==> src/rtl/escape_sequence_decoder_if.sv <==
// ============================================================================
// Module      : escape_sequence_decoder_if (+ escape_sequence_decoder_pkg)
// Description : Command types, parameter record and byte/command interface
//               for the escape sequence decoder.
// Revision    : 1.0 - initial release
// ============================================================================
`default_nettype none

package escape_sequence_decoder_pkg;

    typedef enum logic [3:0] {
        INPUT = 4'd0,
        HTS   = 4'd1,
        CUU   = 4'd2,
        CUD   = 4'd3,
        CUF   = 4'd4,
        CUB   = 4'd5,
        CUP   = 4'd6,
        ED    = 4'd7,
        EL    = 4'd8,
        TBC   = 4'd9
    } CommandsType;

    typedef struct packed {
        logic [7:0] Pn1;
        logic [7:0] Pn2;
        logic [7:0] Pchar;
    } Param_t;

endpackage

interface escape_sequence_decoder_if;
    import escape_sequence_decoder_pkg::*;

    logic        charValid;
    logic [7:0]  charData;
    logic        charReady;
    logic        downstreamBusy;
    logic        commandReady;
    CommandsType commandType;
    Param_t      paramt;

    // Host byte source and downstream consumers share the master side.
    modport master (
        output charValid, charData, downstreamBusy,
        input  charReady, commandReady, commandType, paramt
    );

    modport slave (
        input  charValid, charData, downstreamBusy,
        output charReady, commandReady, commandType, paramt
    );

endinterface

`default_nettype wire

==> src/rtl/escape_sequence_decoder.sv <==
// ============================================================================
// Module      : escape_sequence_decoder
// Description : Turns the raw host byte stream into plain-character, ESC and
//               CSI commands with up to two saturating decimal parameters.
// Revision    : 1.0 - initial release
// ============================================================================
`default_nettype none

module escape_sequence_decoder
    import escape_sequence_decoder_pkg::*;
#(
    parameter int ESC_TIMEOUT = 50000,
    parameter int PN_MAX      = 255
) (
    input  logic                        clk,
    input  logic                        rst,
    escape_sequence_decoder_if.slave    dec
);

    localparam logic [1:0] S_GROUND = 2'd0;
    localparam logic [1:0] S_ESC    = 2'd1;
    localparam logic [1:0] S_CSI    = 2'd2;

    localparam int                 c_TO_W     = (ESC_TIMEOUT > 1) ? $clog2(ESC_TIMEOUT) : 1;
    localparam logic [c_TO_W-1:0]  c_TO_LAST  = c_TO_W'(ESC_TIMEOUT - 1);
    localparam logic [11:0]        c_PN_MAX   = 12'(PN_MAX);
    localparam logic [7:0]         c_PN_MAX_8 = 8'(PN_MAX);

    localparam logic [7:0] c_ESC  = 8'h1B;
    localparam logic [7:0] c_LBR  = 8'h5B;
    localparam logic [7:0] c_SEMI = 8'h3B;
    localparam logic [7:0] c_CAN  = 8'h18;
    localparam logic [7:0] c_SUB  = 8'h1A;
    localparam logic [7:0] c_H    = 8'h48;

    logic [1:0]        r_state;
    logic [7:0]        r_pn1;
    logic [7:0]        r_pn2;
    logic [1:0]        r_idx;
    logic [c_TO_W-1:0] r_to_cnt;
    logic              r_cmd_ready;
    CommandsType       r_cmd_type;
    Param_t            r_param;

    logic              w_accept;
    logic [7:0]        w_byte;
    logic              w_is_digit;
    logic              w_is_final;
    logic [7:0]        w_acc_cur;
    logic [11:0]       w_acc_next;
    logic [7:0]        w_acc_sat;
    logic              w_final_hit;
    CommandsType       w_final_cmd;

    assign dec.charReady    = !dec.downstreamBusy;
    assign dec.commandReady = r_cmd_ready;
    assign dec.commandType  = r_cmd_type;
    assign dec.paramt       = r_param;

    assign w_accept   = dec.charValid && !dec.downstreamBusy;
    assign w_byte     = dec.charData;
    assign w_is_digit = (w_byte >= 8'h30) && (w_byte <= 8'h39);
    assign w_is_final = (w_byte >= 8'h40) && (w_byte <= 8'h7E);

    // Accumulate at 12 bits so 255*10+9 cannot wrap before saturation.
    assign w_acc_cur  = (r_idx == 2'd0) ? r_pn1 : r_pn2;
    assign w_acc_next = {4'd0, w_acc_cur} * 12'd10 + {8'd0, w_byte[3:0]};
    assign w_acc_sat  = (w_acc_next > c_PN_MAX) ? c_PN_MAX_8 : w_acc_next[7:0];

    always_comb begin
        w_final_hit = 1'b1;
        w_final_cmd = INPUT;
        case (w_byte)
            8'h41:        w_final_cmd = CUU;
            8'h42:        w_final_cmd = CUD;
            8'h43:        w_final_cmd = CUF;
            8'h44:        w_final_cmd = CUB;
            8'h48, 8'h66: w_final_cmd = CUP;
            8'h4A:        w_final_cmd = ED;
            8'h4B:        w_final_cmd = EL;
            8'h67:        w_final_cmd = TBC;
            default:      w_final_hit = 1'b0;
        endcase
    end

    always_ff @(posedge clk) begin
        if (rst) begin
            r_state     <= S_GROUND;
            r_pn1       <= 8'd0;
            r_pn2       <= 8'd0;
            r_idx       <= 2'd0;
            r_to_cnt    <= '0;
            r_cmd_ready <= 1'b0;
            r_cmd_type  <= INPUT;
            r_param     <= '0;
        end else begin
            r_cmd_ready <= 1'b0;
            if (w_accept) begin
                r_to_cnt <= '0;
                case (r_state)
                    S_GROUND: begin
                        if (w_byte == c_ESC) begin
                            r_state <= S_ESC;
                        end else begin
                            r_cmd_ready <= 1'b1;
                            r_cmd_type  <= INPUT;
                            r_param     <= '{Pn1: 8'd0, Pn2: 8'd0, Pchar: w_byte};
                        end
                    end
                    S_ESC: begin
                        if (w_byte == c_LBR) begin
                            r_state <= S_CSI;
                            r_pn1   <= 8'd0;
                            r_pn2   <= 8'd0;
                            r_idx   <= 2'd0;
                        end else if (w_byte == c_H) begin
                            r_state     <= S_GROUND;
                            r_cmd_ready <= 1'b1;
                            r_cmd_type  <= HTS;
                            r_param     <= '{Pn1: 8'd0, Pn2: 8'd0, Pchar: c_H};
                        end else if (w_byte != c_ESC) begin
                            r_state <= S_GROUND;
                        end
                    end
                    S_CSI: begin
                        if (w_is_digit) begin
                            // A third parameter is parsed but discarded.
                            if (r_idx == 2'd0) begin
                                r_pn1 <= w_acc_sat;
                            end else if (r_idx == 2'd1) begin
                                r_pn2 <= w_acc_sat;
                            end
                        end else if (w_byte == c_SEMI) begin
                            if (r_idx != 2'd2) begin
                                r_idx <= r_idx + 2'd1;
                            end
                        end else if (w_byte == c_ESC) begin
                            r_state <= S_ESC;
                        end else if ((w_byte == c_CAN) || (w_byte == c_SUB)) begin
                            r_state <= S_GROUND;
                        end else if (w_is_final) begin
                            r_state <= S_GROUND;
                            if (w_final_hit) begin
                                r_cmd_ready <= 1'b1;
                                r_cmd_type  <= w_final_cmd;
                                r_param     <= '{Pn1: r_pn1, Pn2: r_pn2, Pchar: w_byte};
                            end
                        end
                    end
                    default: begin
                        r_state <= S_GROUND;
                    end
                endcase
            end else if (r_state == S_GROUND) begin
                r_to_cnt <= '0;
            end else if (!dec.downstreamBusy) begin
                // A stalled sequence is abandoned silently.
                if (r_to_cnt == c_TO_LAST) begin
                    r_state  <= S_GROUND;
                    r_to_cnt <= '0;
                end else begin
                    r_to_cnt <= r_to_cnt + 1'b1;
                end
            end
        end
    end

endmodule

`default_nettype wire

==> src/flat_wrapper.sv <==
// flat-port wrapper written by rule: the top's interface ports become plain ports
module escape_sequence_decoder_flat import escape_sequence_decoder_pkg::*;
#(
    parameter int ESC_TIMEOUT = 50000,
    parameter int PN_MAX      = 255
)
  (clk, rst, dec_charValid, dec_charData, dec_downstreamBusy, dec_charReady, dec_commandReady, dec_commandType, dec_paramt);
  escape_sequence_decoder_if dec_i ();
  input  logic clk;
  input  logic rst;
  input wire logic [$bits(dec_i.charValid)-1:0] dec_charValid;
  input wire logic [$bits(dec_i.charData)-1:0] dec_charData;
  input wire logic [$bits(dec_i.downstreamBusy)-1:0] dec_downstreamBusy;
  output wire logic [$bits(dec_i.charReady)-1:0] dec_charReady;
  output wire logic [$bits(dec_i.commandReady)-1:0] dec_commandReady;
  output wire logic [$bits(dec_i.commandType)-1:0] dec_commandType;
  output wire logic [$bits(dec_i.paramt)-1:0] dec_paramt;
  assign dec_i.charValid = dec_charValid;
  assign dec_i.charData = dec_charData;
  assign dec_i.downstreamBusy = dec_downstreamBusy;
  assign dec_charReady = dec_i.charReady;
  assign dec_commandReady = dec_i.commandReady;
  assign dec_commandType = dec_i.commandType;
  assign dec_paramt = dec_i.paramt;
  escape_sequence_decoder #(.ESC_TIMEOUT(ESC_TIMEOUT), .PN_MAX(PN_MAX)) u_core (.clk(clk), .rst(rst), .dec(dec_i));
endmodule
==> config.mk <==
export PLATFORM = sky130hd
export DESIGN_NAME = escape_sequence_decoder_flat
export DESIGN_NICKNAME = d
export VERILOG_FILES = /design/src/rtl/escape_sequence_decoder_if.sv /design/src/rtl/escape_sequence_decoder.sv /design/src/flat_wrapper.sv
export SDC_FILE = /design/constraint.sdc
export NUM_CORES = 1
export LEC_CHECK = 0
export CORE_UTILIZATION = 35
export CTS_CLUSTER_SIZE = 20
export DETAILED_ROUTE_END_ITERATION = 16
export GPL_TIMING_DRIVEN = 0
export PLACE_DENSITY = 0.54
export SETUP_SLACK_MARGIN = 0.02
export SYNTH_ARGS = -nofsm -noshare
export SYNTH_HDL_FRONTEND = slang
export SYNTH_SLANG_ARGS = --single-unit
==> constraint.sdc <==
create_clock -name clk -period 5.1 [get_ports clk]
set_clock_uncertainty 0.05 [all_clocks]
set_input_delay 0.51 -clock clk [delete_from_list [all_inputs] [get_ports clk]]
set_output_delay 0.51 -clock clk [all_outputs]
set_load 0.01 [all_outputs]
## After elaboration in Yosys (flattened, before gate mapping)

Index checks and enable logic that the tools add are counted.

- Register bits after elaboration: 65
- Input bits: 12
- Logic and storage cells: 144

- Add/subtract/negate cells: 3
- Multiply operators: 1
- $lt $le $gt $ge: 5
- Eq/ne operators: 43
- Muxes and demuxes: 62
- Bitwise logic cells: 1
- Reductions and logical operators: 19

Operators by type and width:

| kind | number |
|---|---|
| $mux 24 | 9 |
| $eq 8x7->1 const B | 10 |
| $pmux 24 s3 | 1 |
| $mux 8 | 8 |
| $mux 4 | 9 |
| $mux 2 | 17 |
| $pmux 4 s8 | 1 |
| $pmux 8 s2 | 2 |
| $eq 8x5->1 const B | 3 |
| $ne 2x1->1 const B | 12 |
| $add 16x1->16 const B | 1 |
| $eq 16x16->1 const B | 1 |
| $mux 16 | 1 |
| $ne 2x2->1 const B | 8 |
| $add 12x4->12 | 1 |
| $gt 12x8->1 const B | 1 |
| $pmux 4 s3 | 1 |
| $reduce_and 6->1 | 2 |
| $mul 8x3->11 const B | 1 |
| $reduce_and 11->1 | 1 |
| $mux 1 | 10 |
| $ne 5x5->1 const B | 2 |
| $reduce_or 9->1 | 1 |
| $eq 8x6->1 const B | 1 |
| other kinds (23) | 30 |

## Logic depth before layout (Yosys ltp)

- Depth in word-level cells: 10
- Mapped depth: 15
- Mapped depth without buffers: 14

## Least setup slack after synthesis

No wires, ideal clock.

- Path type: register to register
- Start: register u_core.r_idx[0]
- End: register u_core.r_pn2[0]
- Data arrival time: 3627 ps
- Data required time: 4908 ps
- Slack: 1281 ps
- Stages on the path, launching flop included: 16
- Path buffers: 1
- Cells stage by stage: dfxtp_1 inv_1 ha_1 clkbuf_1 mux2i_1 inv_1 ha_1 ha_1 fa_1 and3_1 a32oi_1 nor4b_1 a21boi_0 o21ai_0 o211ai_1 o21ai_0

- Longest elaborated chain between the ends: 10

Ends and longest elaborated chain:

| what | RTL line | text |
|---|---|---|
| start: declaration | escape_sequence_decoder.sv:39 | `logic [1:0] r_idx;` |
| start signal: assignment | escape_sequence_decoder.sv:135 | `r_idx <= r_idx + 2'd1;` |
| $logic_not 2->1 | escape_sequence_decoder.sv:66, escape_sequence_decoder.sv:128 |  |
| $mux 8 | escape_sequence_decoder.sv:66 | `assign w_acc_cur = (r_idx == 2'd0) ? r_pn1 : r_pn2;` |
| $mul 8x3->11 | escape_sequence_decoder.sv:67 | `assign w_acc_next = {4'd0, w_acc_cur} * 12'd10 + {8'd0, w_byte[3:0]};` |
| $add 12x4->12 | escape_sequence_decoder.sv:67 |  |
| $gt 12x8->1 | escape_sequence_decoder.sv:68 | `assign w_acc_sat = (w_acc_next > c_PN_MAX) ? c_PN_MAX_8 : w_acc_next[7:0];` |
| $mux 8 | escape_sequence_decoder.sv:68 |  |
| $mux 8 | escape_sequence_decoder.sv:130 | `end else if (r_idx == 2'd1) begin` |
| $mux 8 | escape_sequence_decoder.sv:128 | `if (r_idx == 2'd0) begin` |
| $mux 8 | escape_sequence_decoder.sv:126 | `if (w_is_digit) begin` |
| $pmux 8 s2 | escape_sequence_decoder.sv:100 | `case (r_state)` |
| end signal: assignment | escape_sequence_decoder.sv:131 | `r_pn2 <= w_acc_sat;` |
| end: declaration | escape_sequence_decoder.sv:38 | `logic [7:0] r_pn2;` |

Several ways; a longest one is shown, not always the timed one. The select of a mux whose other input is x is not followed.
A chain may end at the register's enable or synchronous reset.

## Final worst setup path

- Start: register u_core.r_idx[1]
- End: register u_core.r_pn1[4]

- Longest elaborated chain between the ends: 9

Ends and longest elaborated chain:

| what | RTL line | text |
|---|---|---|
| $logic_not 2->1 * | escape_sequence_decoder.sv:66, escape_sequence_decoder.sv:128 |  |
| $mux 8 | escape_sequence_decoder.sv:66 |  |
| $mul 8x3->11 | escape_sequence_decoder.sv:67 |  |
| $add 12x4->12 | escape_sequence_decoder.sv:67 |  |
| $gt 12x8->1 | escape_sequence_decoder.sv:68 |  |
| $mux 8 | escape_sequence_decoder.sv:68 |  |
| $mux 8 | escape_sequence_decoder.sv:128 |  |
| $mux 8 | escape_sequence_decoder.sv:126 |  |
| $pmux 8 s2 | escape_sequence_decoder.sv:100 |  |
| end signal: assignment | escape_sequence_decoder.sv:129 | `r_pn1 <= w_acc_sat;` |
| end: declaration | escape_sequence_decoder.sv:37 | `logic [7:0] r_pn1;` |

Every way passes the cells marked *; elsewhere a longest branch is shown, timed or not. The select of a mux whose other input is x is not followed.

==> impl_metrics.env <==
export IMPL_outcome="complete, no violations"
export IMPL_numCtsBuffers=9
export IMPL_start_util_pct=35.9
export IMPL_overflow=0
export IMPL_crit_path_max_incr_delay_ps=630
export IMPL_cts_root_buf="clkbuf_8"
export IMPL_slew_violations=0
export IMPL_drive_above_1_share_pct=8.85
export IMPL_grt_pass1_wl_um=16800
export IMPL_drtIter0Drc=170
export IMPL_placed_cells=655
export IMPL_cp_start_kind="flip-flop"
export IMPL_wl_per_cell_um=14.8
export IMPL_syn_nets=511
export IMPL_worstMarginPinSlew_ps=752
export IMPL_cp_data_required_time_ps=5250
export IMPL_area_delta_synth_final_pct=20.2
export IMPL_cts_setup_buffers=0
export IMPL_synth_seq_cells=65
export IMPL_critPathSlowestCell="fa_1"
export IMPL_track_usage_pct=18.5
export IMPL_synth_top_area_cell="dfxtp_1"
export IMPL_num_rows=38
export IMPL_end_kind="flip-flop"
export IMPL_core_area_sq_um=10800
export IMPL_ioPinCount=42
export IMPL_grt_pass1_vias=3456
export IMPL_yosys_area_top_type_share_pct=33.6
export IMPL_clock_latency_ps=330
export IMPL_rsz0062_at_grt="no"
export IMPL_diodes=0
export IMPL_post_cts_resized=0
export IMPL_ys_flop_type="dfxtp_1"
export IMPL_vias=3520
export IMPL_htree_levels=3
export IMPL_grt_antenna_before_repair=0
export IMPL_critical_path_class="reg2reg"
export IMPL_drv_cap=0
export IMPL_cts_sinks=65
export IMPL_r2r_setup_slack_ps=620
export IMPL_crit_chain="inv_1 > ha_1 > clkbuf_1 > mux2i_1 > inv_1 > ha_1 > ha_1 > fa_1 > and3_1 > a32oi_1 > nor4b_1 > a21boi_0 > o21ai_0 > o211ai_2 > o21ai_0"
export IMPL_cts_tree="done"
export IMPL_dp_hpwl_um=7550
export IMPL_synth_warnings=0
export IMPL_dieWidth_um=107
export IMPL_async_flop_share_pct=0
export IMPL_synth_cell_types=56
export IMPL_via_per_inst=5.25
export IMPL_ctsHoldBuffers=0
export IMPL_fin_total_pwr_mw=1.07
export IMPL_fin_crit_sh_pct=87.9
export IMPL_port_buffers=39
export IMPL_cts_buffer_depth=2
export IMPL_fin_cells=671
export IMPL_dieArea_sq_um=11500
export IMPL_relSlewSlack_pct=49.4
export IMPL_synth_edf_count=0
export IMPL_critPathBufInv=3
export IMPL_power_static_leakage_nw=1.76
export IMPL_ir_drop_v=0.000136
export IMPL_cp_max_fo=8
export IMPL_die_height_um=107
export IMPL_grt_max_degree=12
export IMPL_clk_pin_slew_ps=80
export IMPL_fin_crit_ps=4480
export IMPL_synth_cells=476
export IMPL_yosys_top_cells_count="dfxtp_1, nor2_1, nand3_1, a21oi_1, nand2b_1"
export IMPL_ys_top_cells_by_area="dfxtp_1, ha_1, nand3_1"
export IMPL_timing_fmax_mhz=223
export IMPL_cp_top_family="adder cells"
export IMPL_power_density_nw_per_um2=229
export IMPL_critical_path_arrival_ps=4630
export IMPL_antenna_left=0
export IMPL_detail_route_first_pass_iterations=5
export IMPL_synth_avg_cell_area_sq_um=8.13
export IMPL_post_route_drc_count=0
export IMPL_worst_slack_ps=616
export IMPL_wl_um=9940
export IMPL_pre_cts_slack_ps=344
export IMPL_finalNetCount=562
export IMPL_syn_cell_area_sq_um=3870
export IMPL_tns_ps=0
export IMPL_hold_viol=0
export IMPL_setup_viol=0
export IMPL_synthMostInstantiatedCell="dfxtp_1"
export IMPL_min_path_type="in2reg"
export IMPL_path_common_cell="ha_1"
export IMPL_place_congestion=0.849
export IMPL_synth_seq_area_share_pct=33.6
worst min-delay path, stage by stage:
cell     delay, ps
buf_6          120
nand3_1         70
a21oi_1         60
cells by family (layout without fill, tap and decap cells):
kind of cell / Yosys count / count (layout) / share of synthesized area (%)
flip-flops: 65 / 65 / 33.6
buffers and inverters: 43 / 98 / 5.30
adder cells (fa/ha/maj): 23 / 23 / 7.82
AO/OA/AOI/OAI: 110 / 110 / 18.1
XOR/XNOR: 22 / 22 / 4.98
multiplexers: 11 / 11 / 2.97
AND/OR/NAND/NOR: 202 / 202 / 27.2
area by class of cell:
class                           instances  area [sq um]
Fill cell                            1115          6140
Multi-Input combinational cell        368          2360
Sequential cell                        65          1300
Timing Repair Buffer                   40           398
Tap cell                              140           175
Buffer                                 25           138
Clock buffer                           10           128
Clock inverter                          5          81.3
Inverter                               18          67.6
layout by cell type (no fill, tap or decap), types with 10 or more instances in the layout:
cell type and n:
a21oi_1 40, a22oi_1 10, clkbuf_1 13, clkdlybuf4s50_1 39
dfxtp_1 65, ha_1 21, inv_1 18, nand2_1 21
nand2b_1 31, nand3_1 43, nor2_1 52, o21ai_0 24
xor2_1 16
power breakdown:
part,switching (mW),leakage [nW],internal [mW],total [mW]
clock network,0.202,0.102,0.273,0.474
registers,0.00208,0.525,0.511,0.513
logic,0.0443,1.13,0.0343,0.0786
total,0.248,1.76,0.818,1.07
final timing paths:
path	startpoint	cells past startpoint	end
setup reg to reg	u_core.r_idx[1]	15	u_core.r_pn1[4]
setup / recovery	u_core.r_idx[1]	15	u_core.r_pn1[4]
hold reg to reg	u_core.dec.paramt[14]	2	u_core.dec.paramt[14]
hold / removal	dec_charData[5]	3	u_core.dec.paramt[5]
per-stage QoR:
step	area (sq um)	hold WS (ps)	utilization [%]
floorplan	3870	407	-
global placement	4440	407	41.1
detailed placement	4440	410	41.1
CTS	4650	394	43.0
global route	4650	425	43.1
finish	4650	405	43.1
state kept, by name, indices dropped and copies added, names as in the netlist:
name	flops
u_core.r_idx	2
u_core.dec.paramt	24
u_core.r_to_cnt	16
u_core.dec.commandReady	1
u_core.r_pn2	8
u_core.dec.commandType	4
u_core.r_state	2
u_core.r_pn1	8
layer usage:
metal	global-route usage [%]	routed length, um	share of wire [%]
met3	3.59	503	5.1
met2	29.3	4570	46
met1	25.2	4770	48
met4	5.58	91	0.92
met5	0	0	0
Note: power is estimated with default switching activity, not from simulation.
